File: config.mk
export PLATFORM = sky130hd
export DESIGN_NAME = shift_register_tx
export DESIGN_NICKNAME = d
export VERILOG_FILES = /design/src/rtl/shift_register_pkg.sv /design/src/rtl/shift_register_tx_hold.sv /design/src/rtl/shift_register_tx.sv
export SDC_FILE = /design/constraint.sdc
export NUM_CORES = 1
export LEC_CHECK = 0
export CORE_ASPECT_RATIO = 1.5
export CORE_MARGIN = 5
export CORE_UTILIZATION = 45
export DETAILED_ROUTE_END_ITERATION = 10
export PLACE_DENSITY = 0.74
export SETUP_SLACK_MARGIN = 0.3
export SYNTH_ARGS = -nofsm -noshare
export SYNTH_HDL_FRONTEND = slang
export SYNTH_HIERARCHICAL = 1
export SYNTH_SLANG_ARGS = --single-unit
File: constraint.sdc
create_clock -name C -period 1.5 [get_ports C]
set_input_delay 0.45 -clock C [delete_from_list [all_inputs] [get_ports C]]
set_output_delay 0.45 -clock C [all_outputs]
set_load 0.01 [all_outputs]
File: src/rtl/shift_register_pkg.sv
// Shared types and sizing helpers for the serial frame transmitter.
package shift_register_pkg;

  typedef enum logic [2:0] {
    ST_IDLE   = 3'd0,
    ST_START  = 3'd1,
    ST_DATA   = 3'd2,
    ST_PARITY = 3'd3,
    ST_GAP    = 3'd4
  } tx_state_t;

  // Bits on the wire per frame, not counting the idle gap.
  function automatic int frame_bits(input int width, input int parity_en);
    return 1 + width + ((parity_en != 0) ? 1 : 0);
  endfunction

  // One counter serves both the data bits (WIDTH-1..0) and the gap (GAP-1..0).
  function automatic int cnt_width(input int width, input int gap);
    int m;
    m = (width > gap + 1) ? width : gap + 1;
    return (m < 2) ? 1 : $clog2(m);
  endfunction

endpackage

File: src/rtl/shift_register_tx_hold.sv
// One-entry holding register between the valid/ready source and the frame FSM.
module shift_register_tx_hold #(
  parameter int WIDTH = 8
) (
  input  logic             C,
  input  logic             RN,
  input  logic [WIDTH-1:0] tx_data,
  input  logic             tx_valid,
  output logic             tx_ready,
  input  logic             drain_i,
  output logic             full_o,
  output logic [WIDTH-1:0] data_o
);

  logic             full_q, full_d;
  logic [WIDTH-1:0] data_q, data_d;
  logic             accept;

  // Accept needs an empty register and drain needs a full one, so they never coincide.
  assign accept = tx_valid & ~full_q;

  always_comb begin
    full_d = full_q;
    data_d = data_q;
    if (accept) begin
      full_d = 1'b1;
      data_d = tx_data;
    end else if (drain_i) begin
      full_d = 1'b0;
    end
  end

  always_ff @(posedge C or negedge RN) begin
    if (!RN) begin
      full_q <= 1'b0;
      data_q <= '0;
    end else begin
      full_q <= full_d;
      data_q <= data_d;
    end
  end

  assign tx_ready = ~full_q;
  assign full_o   = full_q;
  assign data_o   = data_q;

endmodule

File: src/rtl/shift_register_tx.sv
// Parallel-to-serial frame transmitter: start bit, WIDTH data bits MSB-first,
// optional parity bit, then GAP idle zeros.
module shift_register_tx
  import shift_register_pkg::*;
#(
  parameter int WIDTH      = 8,
  parameter int PARITY_EN  = 1,
  parameter int ODD_PARITY = 0,
  parameter int GAP        = 2
) (
  input  logic             C,
  input  logic             RN,
  input  logic [WIDTH-1:0] tx_data,
  input  logic             tx_valid,
  output logic             tx_ready,
  output logic             SO,
  output logic             busy,
  output logic             done
);

  localparam int              CNT_W    = cnt_width(WIDTH, GAP);
  localparam logic [CNT_W-1:0] BIT_LAST = CNT_W'(WIDTH - 1);
  localparam logic [CNT_W-1:0] GAP_LAST = CNT_W'((GAP > 0) ? GAP - 1 : 0);
  localparam logic [CNT_W-1:0] CNT_ONE  = CNT_W'(1);
  localparam logic            ODD_BIT  = (ODD_PARITY != 0);

  tx_state_t        state_q, state_d;
  logic [WIDTH-1:0] shreg_q, shreg_d;
  logic [CNT_W-1:0] cnt_q, cnt_d;
  logic             parity_q, parity_d;
  logic             so_q, so_d;
  logic             done_q, done_d;

  logic             hold_full;
  logic [WIDTH-1:0] hold_data;
  logic             drain;
  logic             frame_end;
  logic             after_gap;
  logic             load_next;

  shift_register_tx_hold #(
    .WIDTH(WIDTH)
  ) u_hold (
    .C        (C),
    .RN       (RN),
    .tx_data  (tx_data),
    .tx_valid (tx_valid),
    .tx_ready (tx_ready),
    .drain_i  (drain),
    .full_o   (hold_full),
    .data_o   (hold_data)
  );

  // SO and done are the values belonging to the state being entered, so they
  // are computed alongside state_d and registered together with it.
  always_comb begin
    state_d   = state_q;
    shreg_d   = shreg_q;
    cnt_d     = cnt_q;
    parity_d  = parity_q;
    so_d      = 1'b0;
    done_d    = 1'b0;
    drain     = 1'b0;
    frame_end = 1'b0;
    after_gap = 1'b0;
    load_next = 1'b0;

    case (state_q)
      ST_IDLE: begin
        if (hold_full) begin
          load_next = 1'b1;
        end
      end
      ST_START: begin
        state_d = ST_DATA;
        cnt_d   = BIT_LAST;
        so_d    = shreg_q[WIDTH-1];
        shreg_d = shreg_q << 1;
      end
      ST_DATA: begin
        if (cnt_q != '0) begin
          cnt_d   = cnt_q - CNT_ONE;
          so_d    = shreg_q[WIDTH-1];
          shreg_d = shreg_q << 1;
          done_d  = (PARITY_EN == 0) && (cnt_q == CNT_ONE);
        end else if (PARITY_EN != 0) begin
          state_d = ST_PARITY;
          so_d    = parity_q;
          done_d  = 1'b1;
        end else begin
          frame_end = 1'b1;
        end
      end
      ST_PARITY: begin
        frame_end = 1'b1;
      end
      ST_GAP: begin
        if (cnt_q != '0) begin
          cnt_d = cnt_q - CNT_ONE;
        end else begin
          after_gap = 1'b1;
        end
      end
      default: begin
        state_d = ST_IDLE;
      end
    endcase

    if (frame_end) begin
      if (GAP > 0) begin
        state_d = ST_GAP;
        cnt_d   = GAP_LAST;
      end else begin
        after_gap = 1'b1;
      end
    end

    if (after_gap) begin
      if (hold_full) begin
        load_next = 1'b1;
      end else begin
        state_d = ST_IDLE;
      end
    end

    // Parity is latched from the word entering the shifter, never from live tx_data.
    if (load_next) begin
      state_d  = ST_START;
      shreg_d  = hold_data;
      parity_d = (^hold_data) ^ ODD_BIT;
      so_d     = 1'b1;
      drain    = 1'b1;
    end
  end

  always_ff @(posedge C or negedge RN) begin
    if (!RN) begin
      state_q  <= ST_IDLE;
      shreg_q  <= '0;
      cnt_q    <= '0;
      parity_q <= 1'b0;
      so_q     <= 1'b0;
      done_q   <= 1'b0;
    end else begin
      state_q  <= state_d;
      shreg_q  <= shreg_d;
      cnt_q    <= cnt_d;
      parity_q <= parity_d;
      so_q     <= so_d;
      done_q   <= done_d;
    end
  end

  assign SO   = so_q;
  assign busy = (state_q != ST_IDLE);
  assign done = done_q;

endmodule
Word level (Yosys, flattened, before mapping)
Cells that the tools add are included.
Widths: inputs -> output; s select.

word-level totals
  flip-flop bits (word level) = 26
  bits of input ports = 11
  output and inout bits = 4
  word-level logic and storage cells = 54

operators by class
  add/subtract/negate cells = 1
  equality and inequality tests = 6
  mux-type cells = 26
  bitwise logic cells = 2
  reductions and logical operators = 11

operators by type and width
  kind                 count
  $mux 3               7
  $mux 8               2
  $pmux 8 s2           1
  $mux 1               13
  $reduce_bool 3->1    4
  $pmux 3 s3           1
  $reduce_xor 8->1     1
  $eq 3x2->1 const B   2
  $pmux 3 s2           1
  $reduce_and 2->1     2
  $eq 3x1->1 const B   1
  $eq 3x3->1 const B   1
  $logic_not 3->1      1
  $ne 3x1->1 const B   1
  $ne 3x3->1 const B   1
  $reduce_or 3->1      1
  $sub 3x1->3 const B  1
  $pmux 1 s2           1
  $reduce_bool 2->1    1
  $reduce_or 2->1      1
  $and 1x1->1          1
  $not 1->1            1

Depth between registers and ports, before layout
Gate-level depths: netlist of the first run.

  word-level depth = 7
  gate-level depth with buffers = 8

Cells and area by module
The synthesis of the first run kept the hierarchy.

by module, submodules not included
  module                  instances  cells each  area an instance (um^2)  sequential area each (um^2)
  shift_register_tx       1          106         989.7                    425.4
  shift_register_tx_hold  1          21          374.1                    225.2

Least setup slack after synthesis of the first run
OpenSTA, ideal clock, no wires.

  path type = register -> register
  start = register cnt_q[0]
  end = register so_q, in the netlist SO
  setup time = 126 ps
  arrival = 1448 ps
  data required time = 1374 ps
  slack = -74 ps
  stages on the path, launching flop included = 8
  path through = dfrtp_1 inv_1 ha_1 nor2b_1 buf_6 o211ai_4 inv_4 a221o_1

on the way
  cells in the longest elaborated chain, start to end = 5
  elaborated cells between the ends (all ways) = 7
  those cells by class = mux (6); reduce/logical (1)

ends and longest elaborated chain
  item                    RTL line                                          text
  start, declared         shift_register_tx.sv:29                           logic [CNT_W-1:0] cnt_q, cnt_d;
  start signal, assigned  shift_register_tx.sv:147                          cnt_q <= cnt_d;
  $reduce_bool 3->1 (*)   shift_register_tx.sv:81, shift_register_tx.sv:98
  $mux 1                  shift_register_tx.sv:98                           if (cnt_q != '0) begin
  $mux 1                  shift_register_tx.sv:68                           case (state_q)
  $mux 1                  shift_register_tx.sv:118                          if (after_gap) begin
  $mux 1 (*)              shift_register_tx.sv:127                          if (load_next) begin
  net so_d                shift_register_tx.sv:31                           logic so_q, so_d;
  end signal, assigned    shift_register_tx.sv:142                          so_q <= 1'b0;
  end signal, assigned    shift_register_tx.sv:149                          so_q <= so_d;
  end, declared           shift_register_tx.sv:31

The timed path passes the listed nets; every way through them passes the cells marked *.
A chain may end at the register's enable or synchronous reset.

Worst setup path in the final report of the first run
  start = register state_q[0]
  end = output port busy

on the way
  cells in the longest elaborated chain, start to end = 1

ends and longest elaborated chain
  item                    RTL line                  text
  start, declared         shift_register_tx.sv:27   tx_state_t state_q, state_d;
  start signal, assigned  shift_register_tx.sv:145  state_q <= state_d;
  $reduce_bool 3->1       shift_register_tx.sv:155  assign busy = (state_q != ST_IDLE);
  end, declared           shift_register_tx.sv:17   output logic busy,

No other way between the ends.

==> results of run 1 <==
-- power by group through the flow --
stage / Sequential [mW] / Clock, mW / Combinational [mW]
2_1_floorplan: 1.31 / 0 / 1.82
3_5_place_dp: 1.34 / 0 / 2.64
6_report: 1.44 / 0.453 / 4.27
5_1_grt: 1.49 / 0.491 / 4.54
3_3_place_gp: 1.31 / 0 / 2.51
4_1_cts: 1.36 / 0.457 / 3.55
-- metal layers --
metal,wire length (um),GRT usage
met2,2200,0.328
met3,114,0.0211
met1,1320,0.199
met4,122,0.0608
met5,0,0
-- flip-flops by register name, summed over array words and instances (netlist names) --
name and flops:
u_hold/data_o 8, SO 1, u_hold/full_o 1, done 1
cnt_q 3, parity_q 1, state_q 3, shreg_q 8
-- Yosys cell counts (3+ instances only) --
cell      instances
nand2b_1          3
dfrtp_1          26
xnor2_1           8
inv_1             3
nand2_1           6
nand3_1           8
nor2_1           10
mux2_4            8
o21ai_0          14
a31oi_1           7
buf_6             3
-- cell usage in the layout (no fill, tap or decap), drive strengths merged, types with 3 or more instances in the layout --
cell and n:
a31oi 7, buf 39, clkbuf 4, clkdlybuf4s50 9
dfrtp 26, inv 5, mux2 8, nand2 7
nand2b 3, nand3 8, nor2 10, o21ai 15
xnor2 8
-- path summary, 6_finish.rpt --
check	startpoint	end	cells after the start
max	state_q[0]	busy	2
min	RN	shreg_q[5]	2
max reg2reg	cnt_q[0]	shreg_q[6]	7
min reg2reg	shreg_q[5]	shreg_q[5]	2
max in group asynchronous	RN	cnt_q[2]	2
min in group C	shreg_q[5]	shreg_q[5]	2
-- logic make-up (layout without fill, tap and decap cells) --
logic type / count (synthesis) / count (layout) / synth area share
fa+ha+maj: 2 / 2 / 0.0183
compound gates: 37 / 37 / 0.192
buf+inv: 12 / 59 / 0.0532
simple gates: 34 / 34 / 0.120
xor+xnor: 8 / 8 / 0.0514
flops: 26 / 26 / 0.477
mux: 8 / 8 / 0.0881
-- timing repair --
action,in CTS,in global routing
pin swaps,21,10
gates resized for setup,69,36
endpoints found under the setup margin,28,29
setup buffers,8,6
gates cloned,3,0
hold buffers,0,0
hold endpoints to repair,0,0
-- critical path, cell delays in order, from the launching register on --
cell and delay, ns:
dfrtp_1 0.39, or3_4 0.39, buf_6 0.13
-- metrics by stage --
stage	instance area, sq um	total power [mW]	setup TNS, ns	worst slack (ns)
after floorplan	1390	3.13	-0.0887	-0.0626
after global placement	1680	3.82	-1.53	-0.172
after detailed placement	1680	3.98	-2.01	-0.194
after CTS	2030	5.37	-0.147	-0.117
after global routing	2250	6.52	-1.48	-0.207
final	2250	6.17	-0.631	-0.122
-- cell type report --
cell class | instances | area share
tap | 39 | 0.0217
multi-input combinational | 89 | 0.403
sequential | 26 | 0.289
inverter | 5 | 0.00946
clock buffer | 4 | 0.0245
timing repair buffer | 50 | 0.252
==> metrics.md, run 1 <==
| Metric | Value |
|---|---|
| Initial DRC count | 49 |
| # rows | 24 |
| H-tree depth | 1 |
| Clock Sinks | 26 |
| Non-filler instance count after layout | 213 |
| Sequential share of the synthesized area | 0.477 |
| Die width | 55.0 um |
| Area contributors post-synth | dfrtp_1 (48%), mux2_4 (8.8%), o21ai_0 (5.1%), xnor2_1 (5.1%), a31oi_1 (3.2%) |
| Root Driver | clkbuf_8 |
| Worst Tran Pin Value | 0.305 ns |
| Top_reg_cell synth | dfrtp_1 |
| Final period util | 1.08 |
| Clock latency on the worst-skew pair | 0.27 ns |
| Crit path time final | 1.62 ns |
| CTS tree | done |
| Yosys cell types | 35 |
| Syn-to-layout area delta | 64.9% |
| Placer Congestion | 0.747 |
| FILL cells | 188 |
| Worst Clk Skew | 0.00815 ns |
| Starting Density | 0.468 |
| Worst slew margin | 0.796 |
| Clk slew on worst S/H paths | 0.09 ns |
| Leak | 0.933 nW |
| Flop pwr share | 0.234 |
| Router iterations before antenna repair | 4 |
| Largest net degree at the start of global routing | 27 |
| Arr. time, crit path | 1.17 ns |
| Final HPWL DP | 2180 um |
| Die ar. | 4250 sq um |
| Fin worst setup slack | -0.122 ns |
| WL per Instance | 17.7 um |
| Initial antenna violation count | 0 |
| Tot GR Track Use | 0.178 |
| Class of the worst hold path | in2async |
| # DRC | 0 |
| Critical Path RT | 1.05 ns |
| Yosys top cell by area | dfrtp_1 |
| RSZ-0062 raised after global routing | true |
| Psw | 2.49 mW |
| Dpl cells | 192 |
| Seq cells post-synth | 26 |
| CP Max Fanout | 2 |
| Clock buffer depth | 2 |
| Failing checks | negative setup slack |
| Vias per inst | 5.56 |
| Antenna Cells | 0 |
| R2r setup slk | -0.11 ns |
| Share of layout cells above drive strength 1 | 0.557 |
| Area of the multi-input gates | 907 sq um |
| Syn Nets | 140 |
| Final Slew Violations | 0 |
| Switching Fraction | 0.404 |
| Status | finished, violations left |
| Crit end category | output pin |
| Syn Inst Count | 127 |
| Final Util | 0.772 |
| ANT nets after route | 0 |
| DIE HEIGHT | 77.4 um |
| Number of global-route vias before repair | 1300 |
| Power per cell area | 2740 nW/um^2 |
| Synth Cell Area | 1360 sq um |
| CP startpoint kind | flip-flop |
| Power share of the combinational group | 0.693 |
| Buffers on Ports | 14 |
| Post-synth EDFFs | 0 |
| Worst vdd ir | 1580 uV |
| Count of final hold-check violations | 0 |
| Detailed Route WL | 3760 um |
| Max-Cap Viols | 0 |
| Total CTS buffers | 3 |
| Fin nets | 188 |
| P_int | 3.67 mW |
| Synth Area per Inst | 10.7 sq um |
| First-pass GRT wire length | 5730 um |
| Critical path class | reg2out |
| Asr flop ratio synth | 1.00 |
| Hold_ws | 0.518 ns |
| Top cell type's share of synthesized area | 0.477 |
| Synth warn | 6 |
| I/O pins | 15 |
| Fmax | 616 MHz |
| Register area | 651 sq um |
| Setup-failing EPs final | 11 |
| Core area | 2910 sq um |
| Clock power frac | 0.073 |
| Gr ovfl total | 0 |
| Routed vias | 1185 |
Power figures use the tool's default switching activity.
==> run 2, diff against run 1 <==
Settings changed: CTS_BUF_LIST set to sky130_fd_sc_hd__clkbuf_8, CTS_CLUSTER_SIZE set to 14.
==> results of run 2 <==
Final layout, timing and power as in run 1 (identical DEF).
